<file path="src/rtl/psram_apb_arbiter.sv">
// psram_apb_arbiter: round-robin 2:1 APB arbiter in front of the PSRAM wrapper.
// Define PSRAM_ARB_TIMEOUT_EN to bound the ACCESS phase to TIMEOUT cycles.
module psram_apb_arbiter #(
  parameter int unsigned TIMEOUT = 1024
) (
  input  logic        clk,
  input  logic        reset,
  input  logic [31:0] in0_paddr,
  input  logic        in0_psel,
  input  logic        in0_penable,
  input  logic [2:0]  in0_pprot,
  input  logic        in0_pwrite,
  input  logic [31:0] in0_pwdata,
  input  logic [3:0]  in0_pstrb,
  output logic        in0_pready,
  output logic [31:0] in0_prdata,
  output logic        in0_pslverr,
  input  logic [31:0] in1_paddr,
  input  logic        in1_psel,
  input  logic        in1_penable,
  input  logic [2:0]  in1_pprot,
  input  logic        in1_pwrite,
  input  logic [31:0] in1_pwdata,
  input  logic [3:0]  in1_pstrb,
  output logic        in1_pready,
  output logic [31:0] in1_prdata,
  output logic        in1_pslverr,
  output logic [31:0] out_paddr,
  output logic        out_psel,
  output logic        out_penable,
  output logic [2:0]  out_pprot,
  output logic        out_pwrite,
  output logic [31:0] out_pwdata,
  output logic [3:0]  out_pstrb,
  input  logic        out_pready,
  input  logic [31:0] out_prdata,
  input  logic        out_pslverr
);

  typedef enum logic [1:0] {IDLE, SETUP, ACCESS} state_t;

  state_t      state_q, state_d;
  logic        grant_q, grant_d;
  logic        last_q, last_d;
  logic        psel_q, psel_d;
  logic        penable_q, penable_d;
  logic [31:0] paddr_q, paddr_d;
  logic [2:0]  pprot_q, pprot_d;
  logic        pwrite_q, pwrite_d;
  logic [31:0] pwdata_q, pwdata_d;
  logic [3:0]  pstrb_q, pstrb_d;
  logic        done, tmo;
  logic        unused_penable;

  assign unused_penable = in0_penable ^ in1_penable;

`ifdef PSRAM_ARB_TIMEOUT_EN
  localparam int CW = $clog2(TIMEOUT);
  logic [CW-1:0] cnt_q, cnt_d;
  assign tmo = (state_q == ACCESS) && !out_pready &&
               (cnt_q == CW'(TIMEOUT - 1));
`else
  assign tmo = 1'b0;
`endif

  assign done = (state_q == ACCESS) && (out_pready || tmo);

  always_comb begin
    state_d   = state_q;
    grant_d   = grant_q;
    last_d    = last_q;
    psel_d    = psel_q;
    penable_d = penable_q;
    paddr_d   = paddr_q;
    pprot_d   = pprot_q;
    pwrite_d  = pwrite_q;
    pwdata_d  = pwdata_q;
    pstrb_d   = pstrb_q;
`ifdef PSRAM_ARB_TIMEOUT_EN
    cnt_d     = cnt_q;
`endif
    unique case (state_q)
      IDLE: begin
        if (in0_psel || in1_psel) begin
          // Tie goes to whoever was not served last.
          grant_d  = (in0_psel && in1_psel) ? ~last_q : in1_psel;
          paddr_d  = grant_d ? in1_paddr  : in0_paddr;
          pprot_d  = grant_d ? in1_pprot  : in0_pprot;
          pwrite_d = grant_d ? in1_pwrite : in0_pwrite;
          pwdata_d = grant_d ? in1_pwdata : in0_pwdata;
          pstrb_d  = grant_d ? in1_pstrb  : in0_pstrb;
          psel_d   = 1'b1;
          state_d  = SETUP;
        end
      end
      SETUP: begin
        penable_d = 1'b1;
        state_d   = ACCESS;
`ifdef PSRAM_ARB_TIMEOUT_EN
        cnt_d     = '0;
`endif
      end
      ACCESS: begin
        if (done) begin
          psel_d    = 1'b0;
          penable_d = 1'b0;
          last_d    = grant_q;
          state_d   = IDLE;
        end
`ifdef PSRAM_ARB_TIMEOUT_EN
        else begin
          cnt_d = cnt_q + 1'b1;
        end
`endif
      end
      default: begin
        psel_d    = 1'b0;
        penable_d = 1'b0;
        state_d   = IDLE;
      end
    endcase
  end

  always_ff @(posedge clk or posedge reset) begin
    if (reset) begin
      state_q   <= IDLE;
      grant_q   <= 1'b0;
      last_q    <= 1'b1;
      psel_q    <= 1'b0;
      penable_q <= 1'b0;
      paddr_q   <= '0;
      pprot_q   <= '0;
      pwrite_q  <= 1'b0;
      pwdata_q  <= '0;
      pstrb_q   <= '0;
`ifdef PSRAM_ARB_TIMEOUT_EN
      cnt_q     <= '0;
`endif
    end else begin
      state_q   <= state_d;
      grant_q   <= grant_d;
      last_q    <= last_d;
      psel_q    <= psel_d;
      penable_q <= penable_d;
      paddr_q   <= paddr_d;
      pprot_q   <= pprot_d;
      pwrite_q  <= pwrite_d;
      pwdata_q  <= pwdata_d;
      pstrb_q   <= pstrb_d;
`ifdef PSRAM_ARB_TIMEOUT_EN
      cnt_q     <= cnt_d;
`endif
    end
  end

  assign out_psel    = psel_q;
  assign out_penable = penable_q;
  assign out_paddr   = paddr_q;
  assign out_pprot   = pprot_q;
  assign out_pwrite  = pwrite_q;
  assign out_pwdata  = pwdata_q;
  assign out_pstrb   = pstrb_q;

  // Timeout completions report an error with zeroed read data.
  assign in0_pready  = done && !grant_q;
  assign in0_prdata  = (done && !grant_q && !tmo) ? out_prdata : '0;
  assign in0_pslverr = done && !grant_q && (tmo || out_pslverr);
  assign in1_pready  = done && grant_q;
  assign in1_prdata  = (done && grant_q && !tmo) ? out_prdata : '0;
  assign in1_pslverr = done && grant_q && (tmo || out_pslverr);

endmodule

</file>
<file path="config.mk">
export PLATFORM = sky130hd
export DESIGN_NAME = psram_apb_arbiter
export DESIGN_NICKNAME = d
export VERILOG_FILES = /design/src/rtl/psram_apb_arbiter.sv
export SDC_FILE = /design/constraint.sdc
export NUM_CORES = 1
export LEC_CHECK = 0
export ABC_AREA = 1
export CORE_AREA = 2 2 126 128
export CTS_CLUSTER_SIZE = 30
export DETAILED_ROUTE_END_ITERATION = 7
export DIE_AREA = 0 0 128 130
export PLACE_DENSITY_LB_ADDON = 0.25
export RECOVER_POWER = 50
export SLEW_MARGIN = 5
export SYNTH_ARGS = -nofsm -noshare
export SYNTH_HDL_FRONTEND = slang
export SYNTH_SLANG_ARGS = --single-unit
export TNS_END_PERCENT = 100
</file>
<file path="constraint.sdc">
create_clock -name clk -period 4.8 [get_ports clk]
set_input_delay 0.48 -clock clk [delete_from_list [all_inputs] [get_ports clk]]
set_output_delay 0.48 -clock clk [all_outputs]
set_load 0.02 [all_outputs]
</file>
==> results.md <==
- Post-DR vias/cell: between 4 and 5
- TritonCTS Buffers: 9
- CP endpoint kind: output port
- Grt total ovfl: 0
- MaxCap Viol Count: 1
- Most common cell after layout, fill and taps aside: nand2_1
- Root buffer cell: clkbuf_16
- RePlAce Congestion: between 0.7 and 0.8
- TritonCTS clock tree: built
- DRC violation total after the first TritonRoute iteration: approximately 210
- Top delay family on crit path: buffers and inverters
- Core Area: ~15,000 sq um
- Die area: 16,640 sq um
- FP Rows: 46
- Overall Global Routing Usage: 0.2024
- Clk_skew: slightly below 0.008 ns
- Achievable Freq: a little under 300 MHz
- Worst Path Max Fanout: 35
- Die Wd: 128 microns
- Worst EP arrival: 2.95 ns
- H-tree depth: 3
- Cells after DPL: approximately 1,200
- Post-DP HPWL: about 13 mm
- Slew Viols, Final: between 40 and 50
- First-pass detailed-route iteration total: 6
- Pwr per Cell Area: between 400 and 500 nW/um^2
- DIE HEIGHT: roughly 130 microns
- CP bufs+invs: 3
- Commonest cells after routing, fill and taps aside: 370 x nand2_1, 252 x clkdlybuf4s50_1, 77 x dfrtp_1, 74 x nand3_1, 70 x dlygate4sd3_1
- Failing checks: capacitance limit, slew limit
- Share of layout cells above drive strength 1: 0.03052
- I/O Buffers: around 320
- Flops & latches, synth: 78
- Run status: complete, but fails checks
- Tcrit/Tclk final: 0.7136
- # setup viols final: 0
- Routed WL per cell: around 15 microns
- Synth unique cells: 15
- Ys Warns: 0
- Post-CTS setup repair buffer count: 0
- Starting density of the core: 0.2853
- Placement Setup Slack: roughly 1.8 ns
- Clk buf depth: 2
- Unrepaired setup endpoints after global routing: no
- Worst slew pin tran: about 2.0 ns
- Tmin final: about 3.4 ns
- Via count: 5,155
- Final worst setup slack: 1.375 ns
- Layout area overhead: 81.97%
- Critical path class: in2out
- Worst setup SP type: primary input
- Syn Area/Cell: ~6.5 sq um
- Post-Syn Nets: 866
- Final hold vios: 0
- Cell Chain, Critical Path: dlygate4sd3_1 -> inv_1 -> nor3_4 -> nand2_1 -> nor2_1 -> clkdlybuf4s50_1
- NumNets Final: ~1,200
- Max incr delay on CP: ~0.66 ns
- Initial antenna violation count: 3
- Final Core Density: 0.5191
- Worst skew pair latency: 0.33 ns
- Largest net degree at the start of global routing: 76
- Final wirelength: between 15 and 20 mm
- Sequential-to-total area share from yosys stat: 0.4438
- Sink Count: 78
- # IOs: between 300 and 400
- Worst min-delay path class: reg2reg
- Residual DRC: 0
- Vias in the first global route: about 4,900
- Worst path required time: 4.32 ns
- ANT nets after route: 0
- Synth Instances: ~680
- Hold Buf Count CTS: 0
- Worst path slowest cell: nand2_1
- CTS clk-pin slew, worst paths: roughly 0.060 ns
- PostCTS Resize Cnt: 0
- Synthesized cell area: around 4400 sq um
- Post-route insts no fill: ~1,200
- Setup tns final: 0 ns
- First-pass GRT wire length: ~26 mm
- Peak VDD IR: around 0.29 mV
- Leakage power: around 4.1 nW
- Slew Limit Headroom: -0.3578
## cells in the mapped netlist
master      n  area (sq um)
nand2_1   369          1385
dfrtp_1    77          1927
nand3_1    74         370.4
nor2_1     68         255.2
inv_1      41         153.9
buf_2      28         140.1
clkbuf_1    8         30.03
buf_4       6         45.04
nand2_2     4         25.02
o21ai_0     2         10.01
buf_1       1         3.750
dfstp_2     1         26.28
inv_2       1         3.750
nor3_4      1         16.27
o21ai_2     1         8.760
## kinds of logic (layout without fill, tap and decap cells)
| kind of cell | count (synthesis) | count (layout) | share of synthesized area |
|---|---|---|---|
| simple gates | 516 | 516 | 0.4663 |
| flops | 78 | 78 | 0.4438 |
| buf+inv | 85 | 386 | 0.08558 |
| other cells | 0 | 2 | 0 |
| compound gates | 3 | 3 | 0.004265 |
## path summary, 6_finish.rpt
path	startpoint	end	slack [ns]	cells past startpoint
worst max-delay path	out_pready	in1_prdata[1]	1.37	6
worst min-delay path	out_psel	out_psel	0.47	2
worst max register to register	state_q[0]	out_pwdata[19]	2.68	6
worst min register to register	out_psel	out_psel	0.47	2
max in group asynchronous	reset	out_paddr[28]	2.44	3
min in group asynchronous	reset	out_pprot[1]	1.11	2
## layout make-up
type	instances	area, sq um
clock inverter	6	63.81
sequential	78	1953
timing repair buffer	329	3286
tap	192	240.2
fill	1534	7417
inverter	42	158.9
clock buffer	9	225.2
multi-input combinational	519	2076
antenna	2	5.005
## state kept, by name, summed over array words and instances (netlist names)
register,flops
grant_q,1
last_q,1
out_paddr,32
out_penable,1
out_pprot,3
out_psel,1
out_pstrb,4
out_pwdata,32
out_pwrite,1
state_q,2
## layer usage
layer  part of all wire  vias up  global-route usage
li1                   -     2653                   -
met1               0.40     2273              0.2275
met2               0.51      197              0.3706
met3              0.064       30             0.05207
met4              0.029        2             0.07498
met5            0.00076        -                   0
## stage by stage
| step | hold WS, ns | total power, mW | instance area (sq um) |
|---|---|---|---|
| 6_report | 0.4685 | 3.928 | 8008 |
| 4_1_cts | 0.4797 | 4.104 | 8005 |
| 3_3_place_gp | 0.4550 | 3.393 | 7716 |
| 5_1_grt | 0.4861 | 4.234 | 8008 |
| 2_1_floorplan | 0.4693 | 2.342 | 4400 |
| 3_5_place_dp | 0.4635 | 3.418 | 7716 |
## tightest hold or removal path, cell delays in order (launching register included)
cell and delay, ns:
dfrtp_1 0.34, nand2_1 0.05, nand2_1 0.05
## power breakdown
group | internal, mW | total [mW] | switching, mW | leakage [nW]
combinational | 0.864 | 2.14 | 1.27 | 3.00
clock | 0.398 | 0.664 | 0.265 | 0.137
sequential | 0.975 | 1.13 | 0.152 | 0.969
Power figures use the tool's default switching activity.
